`src/rtl/cphy_pkg.sv`:
```
// Shared C-PHY symbol types and constants, plus the 16-bit word to 7-symbol map function
// that is the exact inverse of the receive demapper.
package cphy_pkg;

  localparam int unsigned SYMS_PER_WORD = 7;

  typedef struct packed {
    logic [6:0] flip;
    logic [6:0] rot;
    logic [6:0] pol;
  } sym_fields_t;

  // D[15:12] picks the flip pattern: 0..3 no flip, 4..10 one flip at D[15:12]-4,
  // 11..15 together with D[11:10] index a flip pair in lexicographic order.
  localparam logic [3:0]  SelOneFlip   = 4'd4;
  localparam logic [3:0]  SelTwoFlip   = 4'd11;
  localparam int unsigned NumFlipPairs = 20;

  // Pair {5,6} (7'h60) is the one pattern left unused; the demapper flags it invalid.
  localparam logic [NumFlipPairs-1:0][6:0] FlipPairMask = {
    7'h50, 7'h30, 7'h48, 7'h28, 7'h18, 7'h44, 7'h24, 7'h14, 7'h0C, 7'h42,
    7'h22, 7'h12, 7'h0A, 7'h06, 7'h41, 7'h21, 7'h11, 7'h09, 7'h05, 7'h03
  };

  function automatic sym_fields_t cphy_map16(input logic [15:0] data);
    sym_fields_t sym;
    logic [6:0]  mask;
    logic [4:0]  pair_idx;
    logic [3:0]  sel;
    logic [3:0]  bit_pos;
    logic        two_flip;
    logic        lead_flip;
    sym       = '0;
    sel       = data[15:12];
    pair_idx  = '0;
    bit_pos   = '0;
    two_flip  = 1'b0;
    lead_flip = 1'b1;
    if (sel < SelOneFlip) begin
      mask = '0;
    end else if (sel < SelTwoFlip) begin
      mask = 7'b1 << (sel - SelOneFlip);
    end else begin
      pair_idx = {3'(sel - SelTwoFlip), data[11:10]};
      mask     = FlipPairMask[pair_idx];
      two_flip = 1'b1;
    end
    for (int i = 0; i < SYMS_PER_WORD; i++) begin
      if (mask[i]) begin
        sym.flip[i] = 1'b1;
        // rot/pol at flip positions never reach the wire: lead of a pair 10, otherwise 01.
        if (two_flip && lead_flip) sym.rot[i] = 1'b1;
        else                       sym.pol[i] = 1'b1;
        lead_flip = 1'b0;
      end else begin
        sym.rot[i] = data[bit_pos + 4'd1];
        sym.pol[i] = data[bit_pos];
        bit_pos    = bit_pos + 4'd2;
      end
    end
    return sym;
  endfunction

endpackage

```
`src/rtl/cphy_sym_serializer.sv`:
```
// Stage B of the TX mapper: holds one mapped word and shifts its seven symbols out one per
// accepted cycle toward the configured output bit.
module cphy_sym_serializer
  import cphy_pkg::*;
#(
  parameter bit MsbFirst = 1'b0
) (
  input  logic        clk_i,
  input  logic        rst_ni,
  input  logic        load_i,
  input  sym_fields_t fields_i,
  input  logic        sym_ready_i,
  output logic        valid_o,
  output logic        last_o,
  output logic [2:0]  cnt_o,
  output logic        flip_o,
  output logic        rot_o,
  output logic        pol_o
);

  localparam logic [2:0] LastCnt = 3'(SYMS_PER_WORD - 1);

  sym_fields_t sh_q, sh_d;
  logic [2:0]  cnt_q, cnt_d;
  logic        v_q, v_d;
  logic        accept;

  function automatic logic [6:0] shift1(input logic [6:0] f);
    return MsbFirst ? {f[5:0], 1'b0} : {1'b0, f[6:1]};
  endfunction

  assign accept = v_q && sym_ready_i;
  assign last_o = accept && (cnt_q == LastCnt);

  always_comb begin
    sh_d  = sh_q;
    cnt_d = cnt_q;
    v_d   = v_q;
    if (load_i) begin
      sh_d  = fields_i;
      cnt_d = '0;
      v_d   = 1'b1;
    end else if (last_o) begin
      // Return to the idle image so an empty stage looks like reset.
      sh_d  = '0;
      cnt_d = '0;
      v_d   = 1'b0;
    end else if (accept) begin
      sh_d.flip = shift1(sh_q.flip);
      sh_d.rot  = shift1(sh_q.rot);
      sh_d.pol  = shift1(sh_q.pol);
      cnt_d     = cnt_q + 3'd1;
    end
  end

  always_ff @(posedge clk_i or negedge rst_ni) begin
    if (!rst_ni) begin
      sh_q  <= '0;
      cnt_q <= '0;
      v_q   <= 1'b0;
    end else begin
      sh_q  <= sh_d;
      cnt_q <= cnt_d;
      v_q   <= v_d;
    end
  end

  assign valid_o = v_q;
  assign cnt_o   = cnt_q;
  assign flip_o  = MsbFirst ? sh_q.flip[6] : sh_q.flip[0];
  assign rot_o   = MsbFirst ? sh_q.rot[6]  : sh_q.rot[0];
  assign pol_o   = MsbFirst ? sh_q.pol[6]  : sh_q.pol[0];

endmodule

```
`src/rtl/cphy_mapper_tx.sv`:
```
// C-PHY TX mapper: accepts 16-bit words, maps each to seven {flip, rot, pol} symbols and
// streams them one per cycle to the wire-state encoder with backpressure.
module cphy_mapper_tx
  import cphy_pkg::sym_fields_t;
  import cphy_pkg::cphy_map16;
#(
  parameter bit          MSB_FIRST     = 1'b0,
  parameter int unsigned SYMS_PER_WORD = 7
) (
  input  logic        clk,
  input  logic        rst_n,
  input  logic [15:0] TxDataHS,
  input  logic        TxValidHS,
  output logic        TxReadyHS,
  output logic        TxSymValid,
  input  logic        TxSymReady,
  output logic        TxFlip,
  output logic        TxRotation,
  output logic        TxPolarity,
  output logic [2:0]  TxSymIndex,
  output logic        TxWordStart,
  output logic        TxBusy
);

  localparam logic [2:0] LastIdx = 3'(SYMS_PER_WORD - 1);

  sym_fields_t a_q, a_d;
  logic        a_v_q, a_v_d;
  logic        b_v, b_last, b_load, in_accept;
  logic [2:0]  cnt;

  // A drains into B whenever B is empty or finishing its last symbol this cycle.
  assign b_load    = a_v_q && (!b_v || b_last);
  assign TxReadyHS = !a_v_q || b_load;
  assign in_accept = TxValidHS && TxReadyHS;

  always_comb begin
    a_d   = a_q;
    a_v_d = a_v_q;
    if (in_accept) begin
      a_d   = cphy_map16(TxDataHS);
      a_v_d = 1'b1;
    end else if (b_load) begin
      a_v_d = 1'b0;
    end
  end

  always_ff @(posedge clk or negedge rst_n) begin
    if (!rst_n) begin
      a_q   <= '0;
      a_v_q <= 1'b0;
    end else begin
      a_q   <= a_d;
      a_v_q <= a_v_d;
    end
  end

  cphy_sym_serializer #(
    .MsbFirst(MSB_FIRST)
  ) u_ser (
    .clk_i      (clk),
    .rst_ni     (rst_n),
    .load_i     (b_load),
    .fields_i   (a_q),
    .sym_ready_i(TxSymReady),
    .valid_o    (b_v),
    .last_o     (b_last),
    .cnt_o      (cnt),
    .flip_o     (TxFlip),
    .rot_o      (TxRotation),
    .pol_o      (TxPolarity)
  );

  assign TxSymValid  = b_v;
  assign TxSymIndex  = MSB_FIRST ? (LastIdx - cnt) : cnt;
  assign TxWordStart = b_v && (cnt == 3'd0);
  assign TxBusy      = a_v_q || b_v;

endmodule

```
`config.mk`:
```
export PLATFORM = sky130hd
export DESIGN_NAME = cphy_mapper_tx
export DESIGN_NICKNAME = d
export VERILOG_FILES = /design/src/rtl/cphy_pkg.sv /design/src/rtl/cphy_sym_serializer.sv /design/src/rtl/cphy_mapper_tx.sv
export SDC_FILE = /design/constraint.sdc
export NUM_CORES = 1
export LEC_CHECK = 0
export CORE_MARGIN = 10
export CORE_UTILIZATION = 59
export DETAILED_ROUTE_END_ITERATION = 10
export PLACE_DENSITY = 0.9
export SLEW_MARGIN = 20
export SYNTH_ARGS = -nofsm -noshare
export SYNTH_HDL_FRONTEND = slang
export SYNTH_SLANG_ARGS = --single-unit
```
`constraint.sdc`:
```
create_clock -name clk -period 2 [get_ports clk]
set_input_delay 0.3 -clock clk [delete_from_list [all_inputs] [get_ports clk]]
set_output_delay 0.3 -clock clk [all_outputs]
set_load 0.02 [all_outputs]
```
=== Word-level counts from Yosys, hierarchy flattened ===
Memory sizes are Yosys's and may differ from the RTL's.
Cells that the tools add are included.
W data, S select, Z words.

* RAM bits: 0
* Bits of input ports: 20
* Register bits after elaboration: 47
* ROM bits: 224
* Bits in latches: 0
* Memories kept: 1

{| class="wikitable"
|+ Memory list
! memory !! depth !! bits a word !! rd ports !! clocked after memory_dff !! write ports !! line !! RTL
|-
| (no name shown) || 32 || 7 || 1 || 0 || 0 || cphy_pkg.sv:45 || <nowiki>mask = FlipPairMask[pair_idx];</nowiki>
|}

* Shifts and indexed selects: 1
* Multipliers: 0
* Divide/modulo/power cells: 0
* Bitwise gates (word level): 0
* $lt $le $gt $ge: 15
* Add/subtract/negate cells: 14
* Eq/ne operators: 1
* Multiplexer cells: 100
* Reduce and logical (&&, ||, !) cells: 20

{| class="wikitable"
|+ Operator list
! cell !! number
|-
| $mux W1 || 66
|-
| $mux W21 || 3
|-
| $lt A4 B5 Y1 const B || 12
|-
| $bmux W1 S4 || 12
|-
| $mux W4 || 11
|-
| $mux W7 || 4
|-
| $add A4 B1 Y4 const B || 6
|-
| $add A4 B2 Y4 const B || 5
|-
| $logic_and A1 B1 Y1 || 11
|-
| $mux W3 || 3
|-
| $shl A1 B4 Y7 const A || 1
|-
| $lt A5 B6 Y1 const B || 1
|-
| $lt A4 B3 Y1 const B || 1
|-
| $lt A4 B4 Y1 const B || 1
|-
| $reduce_bool A2 Y1 || 2
|-
| $sub A4 B3 Y4 const B || 1
|-
| $add A3 B1 Y3 const B || 1
|-
| $eq A3 B3 Y1 const B || 1
|-
| $logic_not A3 Y1 || 1
|-
| $logic_or A1 B1 Y1 || 3
|-
| $reduce_bool A3 Y1 || 1
|-
| $sub A3 B2 Y3 const B || 1
|-
| $logic_not A1 Y1 || 2
|-
| $mux W2 || 1
|}

=== Longest topological paths before layout ===
* Depth in word-level cells: 28
* Mapped depth: 28
* Gate-level depth less buffers: 26

=== Hierarchy ===
From an unflattened synthesis, not the netlist that was laid out.

* Cells, all modules: 381
* Area total of the unflattened synthesis: 3767.4 um^2

{| class="wikitable"
|+ By module, submodules not included
! module !! cells an instance !! times used !! area each (um^2)
|-
| cphy_mapper_tx || 274 || 1 || 2466.1
|-
| cphy_sym_serializer || 107 || 1 || 1301.2
|}

=== Worst setup path before layout ===
Ideal clock, no wire load.

* Kind: input-to-reg
* From: in TxDataHS[12]
* To: reg a_q[6] (netlist name)
* Buffers on the path: 0
* Required time: 1856 ps
* Arrival time: 5249 ps
* Setup slack: -3393 ps
* Cell stages on the path: 25
* Cells stage by stage: ha_1 > ha_1 > inv_1 > a211o_1 > nor2_1 > a41oi_1 > nor2_1 > inv_1 > ha_1 > xnor2_1 > inv_2 > ha_1 > mux2i_2 > inv_1 > ha_1 > nor2_1 > a21o_1 > inv_1 > ha_1 > inv_1 > nor2_1 > xnor3_2 > mux4_2 > nor2b_2 > o311ai_2

* Word-level cells in the longest chain between the ends: 26
* Elaborated cells between the ends (all ways): 47

{| class="wikitable"
|+ Ends and longest elaborated chain
! element !! line !! RTL
|-
| start: declaration || cphy_mapper_tx.sv:12 || <nowiki>input logic [15:0] TxDataHS,</nowiki>
|-
| $sub A3 B2 Y3 || cphy_pkg.sv:44 || <nowiki>pair_idx = {3'(sel - SelTwoFlip), data[11:10]};</nowiki>
|-
| $mem_v2 Z32 W7 || n/a ||
|-
| $mux W7 (not written as such) || cphy_pkg.sv:45 ||
|-
| $mux W7 || cphy_pkg.sv:41 || <nowiki>end else if (sel < SelTwoFlip) begin</nowiki>
|-
| $mux W7 || cphy_pkg.sv:39 || <nowiki>if (sel < SelOneFlip) begin</nowiki>
|-
| $mux W7 || cphy_mapper_tx.sv:40 || <nowiki>if (in_accept) begin</nowiki>
|-
| $mux W2 || cphy_pkg.sv:49 || <nowiki>if (mask[i]) begin</nowiki>
|-
| $mux W4 || cphy_mapper_tx.sv:40 ||
|-
| (+10 left out) || n/a ||
|-
| $mux W4 || cphy_pkg.sv:49 ||
|-
| $mux W4 || cphy_mapper_tx.sv:40 ||
|-
| $add A4 B2 Y4 || cphy_pkg.sv:58 || <nowiki>bit_pos = bit_pos + 4'd2;</nowiki>
|-
| $mux W4 || cphy_pkg.sv:49 ||
|-
| $mux W4 || cphy_mapper_tx.sv:40 ||
|-
| $bmux W1 S4 || cphy_pkg.sv:57 || <nowiki>sym.pol[i] = data[bit_pos];</nowiki>
|-
| $mux W1 (not written as such) || cphy_pkg.sv:57 ||
|-
| $mux W1 (*) || cphy_pkg.sv:49 ||
|-
| end signal: assignment || cphy_mapper_tx.sv:50 || <nowiki>a_q <= '0;</nowiki>
|-
| end signal: assignment || cphy_mapper_tx.sv:53 || <nowiki>a_q <= a_d;</nowiki>
|-
| end: declaration || cphy_mapper_tx.sv:27 || <nowiki>sym_fields_t a_q, a_d;</nowiki>
|}

Mark *: on every way between the ends. The rest lies on a longest branch, timed or not. The select of a mux whose other input is x is not followed.
A chain may end at the register's enable or synchronous reset.

=== Worst setup path in the final report ===
* From: in TxDataHS[13]
* To: reg a_q[6] (netlist name)

The elaborated chain is that of the path after synthesis.

==> results.yml <==
worst_setup_path:
  cp.arrival_ps: 4880
  critPathKind: "in -> reg"
  reg2reg_from: "u_ser.cnt_o[0]"
  start_kind: "input port"
  crit_slowest_cell: "o311ai_2"
  max_stage_delay_ps: 440
  r2r_end: "a_q[6]"
  path_delay_family: "compound AO/OA/AOI/OAI gates"
  cp.required_ps: 2150
  end_kind: "flop"
  worst-r2r-setup-slack_ps: -300
  crit_path_cell_trace: "buf_8 -> ha_4 -> ha_4 -> inv_4 -> a211o_1 -> nor2_2 -> a41oi_2 -> nor2_2 -> inv_2 -> ha_4 -> xnor2_4 -> inv_4 -> xnor2_2 -> inv_1 -> ha_4 -> nor2_2 -> a21o_1 -> inv_2 -> ha_4 -> buf_4 -> xnor3_1 -> a32o_2 -> a21o_1 -> o311ai_2"
  critical_path.most_common_cell: "ha_4"
  crit_buf_inv: 7
  crit_fanout: 3
  worstRegToRegCells: 8
cts:
  h-tree-depth: 2
  holdBufCountCts: 0
  root_buffer: "clkbuf_8"
  cts_max_path_buffers: 2
  cts.clk_slew.worst_paths_ps: 90
  cts_tree: "yes"
  cts_buffers: 5
  clock_sinks: 47
  clk-insertion-delay-late_ps: 310
detailed_routing:
  drc_errors: 0
  vias: 4614
  wl_um: 17900
  routedWlPerCell_um: 28.0
  via_per_inst: 7.22
  first_iter_violations: 596
  firstDrtPassIters: 6
  drtAntennaViolNets: 0
run_status:
  status: "finished with violations"
  violations: "setup timing"
min_path:
  hp-class: "in -> async"
global_route:
  antenna_found_initial: 0
  grt_pass1_wl_um: 23000
  grt_overflow: 0
  grt_pass1_vias: 4480
  grt_max_degree: 48
  grt_util_all_layers: 0.284
cells_and_area:
  area_growth_pct: 49.2
  final_cell_mix: "116 x buf_4, 46 x nand2_1, 46 x dfrtp_1, 25 x o21ai_0, 21 x a22oi_1"
  stdcell_count: 639
  final_cell_area_sq_mm: 0.00561
  fill_cells: 257
  layout_commonest_cell: "buf_4"
  drive_gt1_frac: 0.427
  n_antenna_cell: 0
  final_nets: 603
synthesis:
  yosysUniqueCellTypes: 64
  synth-main-ff-cell: "dfrtp_1"
  synth_area_sq_mm: 0.00376
  syn_inst: 419
  syn_area_per_cell_sq_um: 8.98
  synth_edf_count: 0
  synth_fp_nets: 460
  synth_seq_cells: 47
  ys_seq_area_frac: 0.313
  ys_warn_count: 0
  synthArstFlopShare: 1.00
die:
  die_height_um: 99.8
  core-area_sq_mm: 0.00628
  die_w_um: 99.8
  ios: 30
  start_util: 0.599
  rows: 29
  fp.dieArea_sq_mm: 0.00997
flow_run:
  cap_violations: 0
placed_design:
  place_area_sq_mm: 0.00500
  port_buffers: 29
  place_inst: 605
  place.gp.congestion: 1.06
  pre_cts_ws_ps: -2940
  dp_hpwl_um: 9190
timing:
  postLayoutSetupSlackWorst_ps: -2720
  setup_viol: 15
  skew_ps: 9.02
  rsz0062_at_grt: "true"
  hold_violations: 0
  tightest_slew_ps: 856
  slew-limit-headroom: 0.425
  slew_violations: 0
  period_minus_slack_ps: 4720
  whs_ps: 70.6
  fin_crit_sh: 2.36
  fmax_mhz: 212
power:
  power_density_mw_per_mm2: 961
  total_leakage_power_uw: 0.00250
  peakVddDrop_mv: 1.02
per-stage QoR:
step                utilization  power (uW)  setup TNS, ps
finish                    0.894        5390         -16750
global route              0.894        5580         -17810
global placement          0.796        3810         -26030
CTS                       0.866        4790         -14250
floorplan                     -        2980         -15620
detailed placement        0.796        3970         -28480
cell families (layout without fill, tap and decap cells):
logic type                 count (synthesis)  after routing  synth area share
buffers and inverters                     43            186            0.0489
xor gates and xnor gates                   6              6            0.0216
AOI/OAI and AO/OA                        142            142             0.271
muxes                                     30             30             0.107
and+or+nand+nor                          130            130             0.168
adders and majority gates                 21             21            0.0699
DFF                                       47             47             0.313
synthesized netlist by cell type, drive strengths merged, types with 5 or more instances:
cell type | instances | area (sq um)
nand4 | 5 | 31.3
mux2i | 16 | 168
nand2 | 53 | 199
mux2 | 7 | 78.8
mux4 | 7 | 158
inv | 21 | 78.8
dfrtp | 47 | 1180
a211oi | 6 | 62.6
a22o | 7 | 61.3
a21o | 6 | 45.0
nand2b | 9 | 56.3
nor2 | 25 | 110
clkbuf | 16 | 60.1
o211ai | 8 | 60.1
a21oi | 18 | 105
buf | 6 | 45.0
ha | 21 | 263
a22oi | 21 | 158
nand3 | 17 | 85.1
o21ai | 50 | 250
worst max-delay path by stage:
stage / from / endpoint / slack, ps / cells after the start
3_3_place_gp: TxDataHS[12] / a_q[6] / -2720 / 26
4_1_cts: TxDataHS[13] / a_q[13] / -2150 / 27
6_report: TxDataHS[13] / a_q[6] / -2720 / 24
5_1_grt: TxDataHS[10] / a_q[6] / -2780 / 23
2_1_floorplan: TxDataHS[12] / a_q[6] / -2610 / 25
3_5_place_dp: TxDataHS[12] / a_q[13] / -2940 / 27
layout make-up:
cell class                      count  area [sq um]  area share
Tap cell                           77          96.3      0.0172
Multi-Input combinational cell    329          2840       0.506
Clock inverter                      1          5.00    0.000892
Inverter                           21          88.8      0.0158
Sequential cell                    47          1180       0.210
Timing Repair Buffer              158          1320       0.236
Clock buffer                        6          82.6      0.0147
report_power, final:
| part | internal [uW] | total, uW | switching, uW |
|---|---|---|---|
| logic | 1510 | 3280 | 1780 |
| registers | 1270 | 1520 | 244 |
| clock network | 272 | 589 | 317 |
| total | 3050 | 5390 | 2340 |
state kept, by name (all words and copies together) (netlist names):
signal	flops
a_q	21
a_v_q	1
u_ser.cnt_o	3
u_ser.flip_o	1
u_ser.pol_o	1
u_ser.rot_o	1
u_ser.sh_q	18
u_ser.valid_o	1
per-layer routing:
| layer | vias up | wire length (um) | GRT usage |
|---|---|---|---|
| met1 | 2123 | 6030 | 0.315 |
| met4 | 0 | 1770 | 0.206 |
| met3 | 190 | 2000 | 0.0611 |
| li1 | 1838 | - | - |
| met2 | 463 | 8090 | 0.472 |
| met5 | - | 0 | 0 |
timing repair:
item | in CTS | in global routing
pin swaps | 40 | 31
buffers inserted | 21 | 17
gates resized for setup | 80 | 42
setup endpoints to repair | 23 | 22
(Power assumes the default switching activity.)
